===== src/rtl/colour_button_decoder.sv =====
`default_nettype none
// ============================================================================
// colour_button_decoder: synchronises and debounces four player buttons and
// emits a 2-bit colour code with a valid strobe.
// Optional feature macro: COLOUR_DEC_HOLD_EN (valid held until ack).
// Revision: 1.0
// ============================================================================
module colour_button_decoder #(
   parameter int DEBOUNCE_CYCLES = 16,
   parameter int CNT_W           = 5
) (
   input  logic       clk,
   input  logic       reset,
   input  logic       ie,
   input  logic [3:0] btn,
   input  logic       ack,
   output logic [1:0] colour_out,
   output logic       colour_valid,
   output logic       busy
);

   typedef enum logic [1:0] {
      IDLE      = 2'd0,
      DEB_PRESS = 2'd1,
      HELD      = 2'd2,
      DEB_REL   = 2'd3
   } state_t;

   localparam logic [CNT_W-1:0] CNT_LAST = CNT_W'(DEBOUNCE_CYCLES - 1);

   logic [3:0]       sync1;
   logic [3:0]       s;
   state_t           state;
   state_t           state_next;
   logic [CNT_W-1:0] cnt;
   logic [CNT_W-1:0] cnt_next;
   logic [3:0]       cand;
   logic [3:0]       cand_next;
   logic             accept;
   logic             valid_next;
   logic             onehot;

   function automatic logic [1:0] encode(input logic [3:0] v);
      logic [1:0] code;
      code = 2'b00;
      if (v[3])      code = 2'b11;
      else if (v[2]) code = 2'b10;
      else if (v[1]) code = 2'b01;
      return code;
   endfunction

   always_ff @(posedge clk) begin
      if (reset) begin
         sync1 <= 4'd0;
         s     <= 4'd0;
      end else begin
         sync1 <= btn;
         s     <= sync1;
      end
   end

   assign onehot = (s != 4'd0) && ((s & (s - 4'd1)) == 4'd0);

   always_comb begin
      state_next = state;
      cnt_next   = cnt;
      cand_next  = cand;
      accept     = 1'b0;
      case (state)
         IDLE: begin
            if (ie && onehot) begin
               cand_next  = s;
               cnt_next   = '0;
               state_next = DEB_PRESS;
            end
         end
         DEB_PRESS: begin
            if (!ie || (s != cand)) begin
               state_next = IDLE;
            end else if (cnt == CNT_LAST) begin
               accept     = 1'b1;
               state_next = HELD;
            end else begin
               cnt_next = cnt + CNT_W'(1);
            end
         end
         HELD: begin
            if (s == 4'd0) begin
               cnt_next   = '0;
               state_next = DEB_REL;
            end
         end
         DEB_REL: begin
            // Any bounce back to a pressed level restarts the release debounce.
            if (s != 4'd0) begin
               state_next = HELD;
            end else if (cnt == CNT_LAST) begin
               state_next = IDLE;
            end else begin
               cnt_next = cnt + CNT_W'(1);
            end
         end
         default: state_next = IDLE;
      endcase
   end

`ifdef COLOUR_DEC_HOLD_EN
   // A fresh acceptance outranks an ack arriving in the same cycle.
   assign valid_next = accept ? 1'b1 : (ack ? 1'b0 : colour_valid);
`else
   logic unused_ack;
   assign unused_ack = ack;
   assign valid_next = accept;
`endif

   always_ff @(posedge clk) begin
      if (reset) begin
         state        <= IDLE;
         cnt          <= '0;
         cand         <= 4'd0;
         colour_out   <= 2'b00;
         colour_valid <= 1'b0;
         busy         <= 1'b0;
      end else begin
         state        <= state_next;
         cnt          <= cnt_next;
         cand         <= cand_next;
         colour_valid <= valid_next;
         busy         <= (state_next != IDLE);
         if (accept) colour_out <= encode(cand);
      end
   end

endmodule
`default_nettype wire


===== config.mk =====
export PLATFORM = sky130hd
export DESIGN_NAME = colour_button_decoder
export DESIGN_NICKNAME = d
export VERILOG_FILES = /design/src/rtl/colour_button_decoder.sv
export SDC_FILE = /design/constraint.sdc
export NUM_CORES = 1
export LEC_CHECK = 0
export BUFFER_PORTS_ARGS = -buffer_cell sky130_fd_sc_hd__buf_2
export CAP_MARGIN = 20
export CORE_ASPECT_RATIO = 1.4
export CORE_MARGIN = 1.5
export CORE_UTILIZATION = 53
export CTS_CLUSTER_SIZE = 10
export DETAILED_ROUTE_END_ITERATION = 7
export PLACE_DENSITY = 0.73
export SYNTH_ARGS = -nofsm -noshare
export SYNTH_HDL_FRONTEND = slang
export SYNTH_SLANG_ARGS = --single-unit

===== constraint.sdc =====
create_clock -name clk -period 6.3 [get_ports clk]
set_input_delay 0.315 -clock clk [delete_from_list [all_inputs] [get_ports clk]]
set_output_delay 0.315 -clock clk [all_outputs]
set_load 0.02 [all_outputs]

==> run_results.csv, run 1 <==
group,metric,value,unit
yosys,synth_commonest_cells,"23 x dfxtp_1, 12 x nor2_1, 11 x nor2b_1, 7 x nand3_1, 6 x xnor2_1",
placed_design,hpwl,1.38,mm
yosys,ys.flop_type,"dfxtp_1",
yosys,synthArstFlopShare,0,%
placed_design,port_buffers,10,
global_route,grt_pass1_vias,827,
route,dr_total_vias,841,
timing,finalSetupViolations,0,
clock_tree,numCtsBuffers,3,
floorplanning,core_area,2020,um2
route,first_pass_iters,4,
timing,min_period_over_period,37.7,%
timing,final-hold-violation-count,0,
critical_path,crit_type,"reg2reg",
clock_tree,cts_setup_buffers,0,
critical_path,crit_fanout,7,
placed_design,place_ws,3.95,ns
power_and_ir_drop,internal-power,186,uW
clock_tree,clkTransAtPathRegs,0.12,ns
critical_path,cp.depth,7,
floorplanning,row_count,19,
route,vias_per_cell,5.80,
critical_path,cpMostUsedCell,"ha_1",
min_path,holdPathEnd,"sync1[3]",
route,wl_per_cell,13.4,um
critical_path,rrSetupSlack,3.92,ns
route,drt-initial-drc-count,12,
global_route,antenna_found_initial,0,
critical_path,worstRegToRegCells,7,
timing,worst_slew_pin_slew,0.550,ns
final_layout,antenna_cells,0,
critical_path,worstPathArrival,2.58,ns
floorplanning,start_util,57.2,%
final_layout,fin_area,1190,um2
yosys,synth-seq-cells,23,
power_and_ir_drop,power_switching,62.8,uW
power_and_ir_drop,p_leak,0.000445,uW
clock_tree,cts_buffer_depth,2,
global_route,met1_usage,22.0,%
critical_path,critPathMaxStageDelay,0.52,ns
yosys,synth_top_cell_by_area,"dfxtp_1",
power_and_ir_drop,ir_worst_vdd,0.179,mV
critical_path,critical_path.cell_chain,"ha_1, and3_1, ha_1, or4_4, o21ba_4, and4b_1, or3_1",
global_route,met3_usage,2.80,%
clock_tree,tritoncts,"built",
global_route,grt_pass1_wl,3.41,mm
global_route,track_usage,17.9,%
placed_design,postPlaceCellArea,1160,um2
yosys,syn_area_per_cell,9.70,um2
placed_design,gp_congestion,0.800,
floorplanning,die_w,42.5,um
clock_tree,root_buffer,"clkbuf_4",
critical_path,cp-end-kind,"flip-flop",
yosys,yosysUniqueCellTypes,40,
clock_tree,cts_sinks,23,
critical_path,reg2reg_to,"cnt[2]",
yosys,mappedNetlistNets,129,
yosys,yosys-top-cells-area,"dfxtp_1 40%, nor2b_1 6.0%, xnor2_1 4.6%",
yosys,synth.most_common_cell,"dfxtp_1",
global_route,grt_max_degree,29,
power_and_ir_drop,p_comb_share,11.1,%
min_path,hold_path_class,"in2reg",
power_and_ir_drop,pwr-share-seq,62.0,%
timing,maxSlewViolCount,0,
yosys,synth-edff-count,0,
timing,finalWorstSetupSlack,3.92,ns
route,postRouteAntennaNets,0,
final_layout,drive_above_1_share,20.2,%
clock_tree,htree_levels,1,
final_layout,fillCellCount,199,
timing,max_freq,0.421,GHz
timing,min_period,2.38,ns
final_layout,syn2layout_area_growth,2.82,%
clock_tree,clkLatencyLatePin,0.31,ns
critical_path,critPathRequiredTime,6.50,ns
critical_path,r2r_start,"cnt[0]",
global_route,grt_use_met2,28.8,%
job,max-cap-violations,0,
floorplanning,die_y,58.2,um
power_and_ir_drop,power.density,209,nW/um2
route,remaining_drc_errors,0,
timing,fin_skew,0.00410,ns
yosys,seq_area_frac_synth,39.9,%
critical_path,start_kind,"flip-flop",
yosys,syn_inst,119,
status,status,"complete, no violations",
timing,rsz0062_at_grt,"no",
critical_path,critical_path_buf_inv_count,0,
clock_tree,cts_resized,0,
power_and_ir_drop,sw_frac_of_total,25.3,%
yosys,synth_top_area_share,39.9,%
timing,max_slew_margin,63.3,%
final_layout,final_nets,135,
yosys,yosysWarningCount,0,
timing,setup_tns,0,ns
critical_path,path_delay_family,"simple AND/OR/NAND/NOR gates",
min_path,hp-start,"btn[3]",
global_route,busiest_layer,"met2",
power_and_ir_drop,pwr-share-clk,26.9,%
global_route,overflow,0,
floorplanning,fp.dieArea,2470,um2
floorplanning,io_pins,12,
yosys,syn-cell-area,1150,um2
min_path,hold_depth,2,
critical_path,slowest_stage,"or4_4",
clock_tree,holdBufCountCts,0,
route,routed_wirelength,1.94,mm
## registers in the layout, summed over array words and instances (netlist names)
signal / flops
busy: 1
cand: 4
cnt: 5
colour_out: 2
colour_valid: 1
s: 4
state: 2
sync1: 4
## per-layer routing
layer / wire length (um) / part of all wire, %
met1: 889 / 46
met2: 947 / 49
met3: 37 / 1.9
met4: 62 / 3.2
met5: 0 / 0
## kinds of logic after synthesis
group / synth area share [%]
mux: 1.73
xor+xnor: 5.96
simple gates: 30.7
buf+inv: 7.15
flops: 39.9
compound gates: 12.5
fa+ha+maj: 2.17
## power groups by stage
stage / Sequential, uW / Combinational [uW] / Clock, uW
floorplan: 154 / 27.3 / 0
global placement: 157 / 27.0 / 0
detailed placement: 158 / 27.7 / 0
CTS: 154 / 27.7 / 69.6
global route: 155 / 30.4 / 75.9
finish: 154 / 27.5 / 66.9
## through the flow
| step | total power (uW) | cells | hold slack [ns] | utilization, % |
|---|---|---|---|---|
| floorplan | 182 | 119 | 0.414 | - |
| global placement | 184 | 141 | 0.418 | 57.4 |
| detailed placement | 185 | 141 | 0.425 | 57.4 |
| CTS | 252 | 145 | 0.209 | 58.8 |
| global route | 261 | 145 | 0.205 | 58.8 |
| finish | 249 | 145 | 0.213 | 58.8 |
## area by class of cell
type	instances	area [um2]	area share, %
Multi-Input combinational cell	84	612	51.5
Sequential cell	23	460	38.8
Timing Repair Buffer	10	50.0	4.21
Tap cell	21	26.3	2.21
Clock buffer	3	22.5	1.90
Inverter	3	11.3	0.948
Clock inverter	1	5.00	0.421
## layout by cell type, fill, tap and decap left out, types with 2 or more instances in the layout
| master | count |
|---|---|
| a21oi_1 | 5 |
| nand4b_1 | 3 |
| nor2b_1 | 11 |
| mux2i_1 | 2 |
| or3_1 | 2 |
| dfxtp_1 | 23 |
| xnor2_1 | 6 |
| clkbuf_4 | 3 |
| nand2_1 | 4 |
| a31oi_1 | 2 |
| nand3_1 | 7 |
| nor3_1 | 4 |
| inv_1 | 3 |
| buf_2 | 10 |
| nor2_1 | 12 |
| or4_1 | 2 |
| ha_1 | 2 |
## worst max-delay path by stage
stage	startpoint	end	slack, ns
floorplan	cnt[0]	cnt[2]	4.06
CTS	cnt[0]	cnt[2]	3.93
global placement	cnt[0]	cnt[2]	4.01
detailed placement	cnt[0]	cnt[2]	3.95
global route	cnt[0]	cnt[2]	3.83
finish	cnt[0]	cnt[2]	3.92
Note: power is estimated with default switching activity, not from simulation.
==> inputs of run 2 (changes only) <==
- ABC_AREA: default -> 1
- clock period: 6.3 -> 2.4 ns (I/O delays scaled with it)
==> run_results.csv, run 2 <==
group,metric,value,unit
global_route,track_usage,20.3,%
critical_path,start_kind,"flip-flop",
floorplanning,die_w,41.3,um
final_layout,syn2layout_area_growth,11.6,%
yosys,muxShareOfSynthArea,0,%
power_and_ir_drop,internal-power,515,uW
min_path,hold_path_class,"in2reg",
placed_design,gp_congestion,0.805,
clock_tree,root_buffer,"clkbuf_4",
placed_design,dp_cells,188,
global_route,grt_max_degree,14,
power_and_ir_drop,p_leak,0.000612,uW
power_and_ir_drop,pwr-share-clk,24.4,%
yosys,syn_area_per_cell,6.84,um2
timing,min_period_over_period,69.4,%
floorplanning,start_util,55.8,%
yosys,yosysWarningCount,0,
floorplanning,core_area,1950,um2
global_route,grt_pass1_vias,849,
critical_path,crit_fanout,8,
power_and_ir_drop,power_switching,210,uW
critical_path,critPathRequiredTime,2.66,ns
placed_design,hpwl,1.48,mm
timing,finalWorstSetupSlack,0.733,ns
clock_tree,numCtsBuffers,3,
yosys,synthXorXnorAreaFrac,0.806,%
route,wl_per_cell,10.1,um
yosys,synthArstFlopShare,0,%
power_and_ir_drop,p_total,725,uW
floorplanning,die_y,56.6,um
yosys,synth-simple-area-share,33.0,%
clock_tree,holdBufCountCts,4,
final_layout,finalNonFillerCells,196,
yosys,synth-seq-cells,23,
power_and_ir_drop,p_comb_share,16.7,%
yosys,seq_area_frac_synth,42.3,%
clock_tree,cts_sinks,23,
yosys,yosysUniqueCellTypes,19,
timing,maxSlewViolCount,0,
power_and_ir_drop,sw_frac_of_total,29.0,%
timing,final-hold-violation-count,0,
timing,setup_tns,0,ns
global_route,overflow,0,
yosys,synth_top_cell_by_area,"dfxtp_1",
timing,min_period,1.67,ns
timing,fin_skew,0.00175,ns
timing,holdWs,0.0916,ns
final_layout,top_register,"cnt",
route,routed_wirelength,1.98,mm
final_layout,antenna_cells,0,
global_route,grt_pass1_wl,3.27,mm
yosys,synth_top_family_by_area,"simple AND/OR/NAND/NOR gates",
yosys,mappedNetlistNets,169,
clock_tree,tritoncts,"built",
job,max-cap-violations,0,
floorplanning,fp.dieArea,2340,um2
placed_design,port_buffers,10,
route,dr_total_vias,941,
global_route,antenna_found_initial,0,
route,postRouteAntennaNets,0,
yosys,synth.most_common_cell,"nand2_1",
power_and_ir_drop,ir_worst_vdd,0.458,mV
clock_tree,cts_setup_buffers,0,
floorplanning,io_pins,12,
route,drt-initial-drc-count,21,
yosys,syn-cell-area,1090,um2
power_and_ir_drop,pwr-share-seq,58.8,%
clock_tree,cts_buffer_depth,2,
critical_path,worstPathArrival,1.93,ns
clock_tree,clkTransAtPathRegs,0.12,ns
yosys,synth_top_area_share,42.3,%
timing,max_slew_margin,76.8,%
clock_tree,cts_resized,0,
yosys,synth-edff-count,0,
yosys,synth_commonest_cells,"32 x nand2_1, 31 x inv_1, 29 x nor2_1, 23 x dfxtp_1",
timing,rsz0062_at_grt,"no",
yosys,synthAdderAreaFrac,2.30,%
route,first_pass_iters,4,
yosys,synth_compound_area_share,8.86,%
timing,worst_slew_pin_slew,0.347,ns
critical_path,cp-end-kind,"flip-flop",
final_layout,drive_above_1_share,14.3,%
final_layout,largest_reg_flops,5,
yosys,yosys-top-cells-area,"dfxtp_1 42%, nand2_1 11%, inv_1 11%",
status,status,"complete, no violations",
final_layout,final_nets,186,
clock_tree,htree_levels,1,
critical_path,crit_type,"reg2reg",
placed_design,place_ws,0.753,ns
timing,max_freq,0.600,GHz
clock_tree,clkLatencyLatePin,0.31,ns
yosys,syn_inst,159,
yosys,ys.flop_type,"dfxtp_1",
floorplanning,row_count,19,
final_layout,layout_commonest_cell,"nand2_1",
timing,finalSetupViolations,0,
final_layout,layout_common_cells,"32 x nand2_1, 31 x inv_1, 29 x nor2_1, 23 x dfxtp_1, 10 x buf_2",
route,remaining_drc_errors,0,
power_and_ir_drop,power.density,597,nW/um2
route,vias_per_cell,4.80,
[run 2: cell count changes after synthesis, sizes merged, moves of 3 or more]
| cell | previous run | this run |
|---|---|---|
| o21ai | 1 | 8 |
| nor2b | 11 | 0 |
| inv | 3 | 32 |
| nor3 | 4 | 1 |
| buf | 6 | 0 |
| nor2 | 12 | 34 |
| nand4 | 0 | 4 |
| or4 | 3 | 0 |
| xnor2 | 6 | 0 |
| nand4b | 3 | 0 |
| nand2 | 4 | 35 |
| a21oi | 5 | 9 |
[run 2: critical path, stage by stage, from the launching register on]
cell	delay (ns)
dfxtp_1	0.37
ha_1	0.24
nand2_1	0.07
nor2_1	0.04
ha_1	0.21
nand2_1	0.12
nand2_1	0.10
a21oi_4	0.17
nand2_4	0.10
nand2_1	0.07
nand2_1	0.04
nor2_1	0.09
[run 2: layer usage]
metal / wire length (um) / part of all wire, % / global-route usage [%] / up-vias
met5: 0 / 0 / 0 / -
met4: 59 / 3.0 / 9.68 / 0
met3: 42 / 2.1 / 3.56 / 7
met2: 1070 / 54 / 36.6 / 12
met1: 805 / 41 / 20.1 / 408
li1: - / - / - / 514
[run 2: final timing paths]
check | startpoint | endpoint | slack (ns) | cells past startpoint
worst max-delay path | cnt[0] | cnt[2] | 0.73 | 11
worst max register to register | cnt[0] | cnt[2] | 0.73 | 11
worst min-delay path | reset | cnt[3] | 0.09 | 2
worst min register to register | sync1[1] | s[1] | 0.42 | 2
[run 2: power groups by stage]
stage	combinational [uW]	sequential, uW	clock (uW)
6_report	121	426	177
5_1_grt	140	431	199
4_1_cts	122	427	182
3_5_place_dp	116	435	0
3_3_place_gp	112	434	0
2_1_floorplan	93.6	432	0
[run 2: metrics by stage]
stage                     utilization, %  instance area [um2]
final                               62.3                 1210
after global routing                62.3                 1210
after CTS                           62.3                 1210
after detailed placement            58.8                 1150
after global placement              58.8                 1150
after floorplan                        -                 1090
[run 2: cell type report]
cell class                      count  area (um2)
Fill cell                         176         736
Multi-Input combinational cell    102         489
Sequential cell                    23         460
Inverter                           32         120
Timing Repair Buffer               14        90.1
Tap cell                           21        26.3
Clock buffer                        3        22.5
Clock inverter                      1        5.00
[run 2: cell families (layout without fill, tap and decap cells)]
logic type | Yosys count | in the layout
AOI/OAI and AO/OA | 17 | 17
xor gates and xnor gates | 1 | 1
buffers and inverters | 34 | 50
and+or+nand+nor | 82 | 82
DFF | 23 | 23
adders and majority gates | 2 | 2
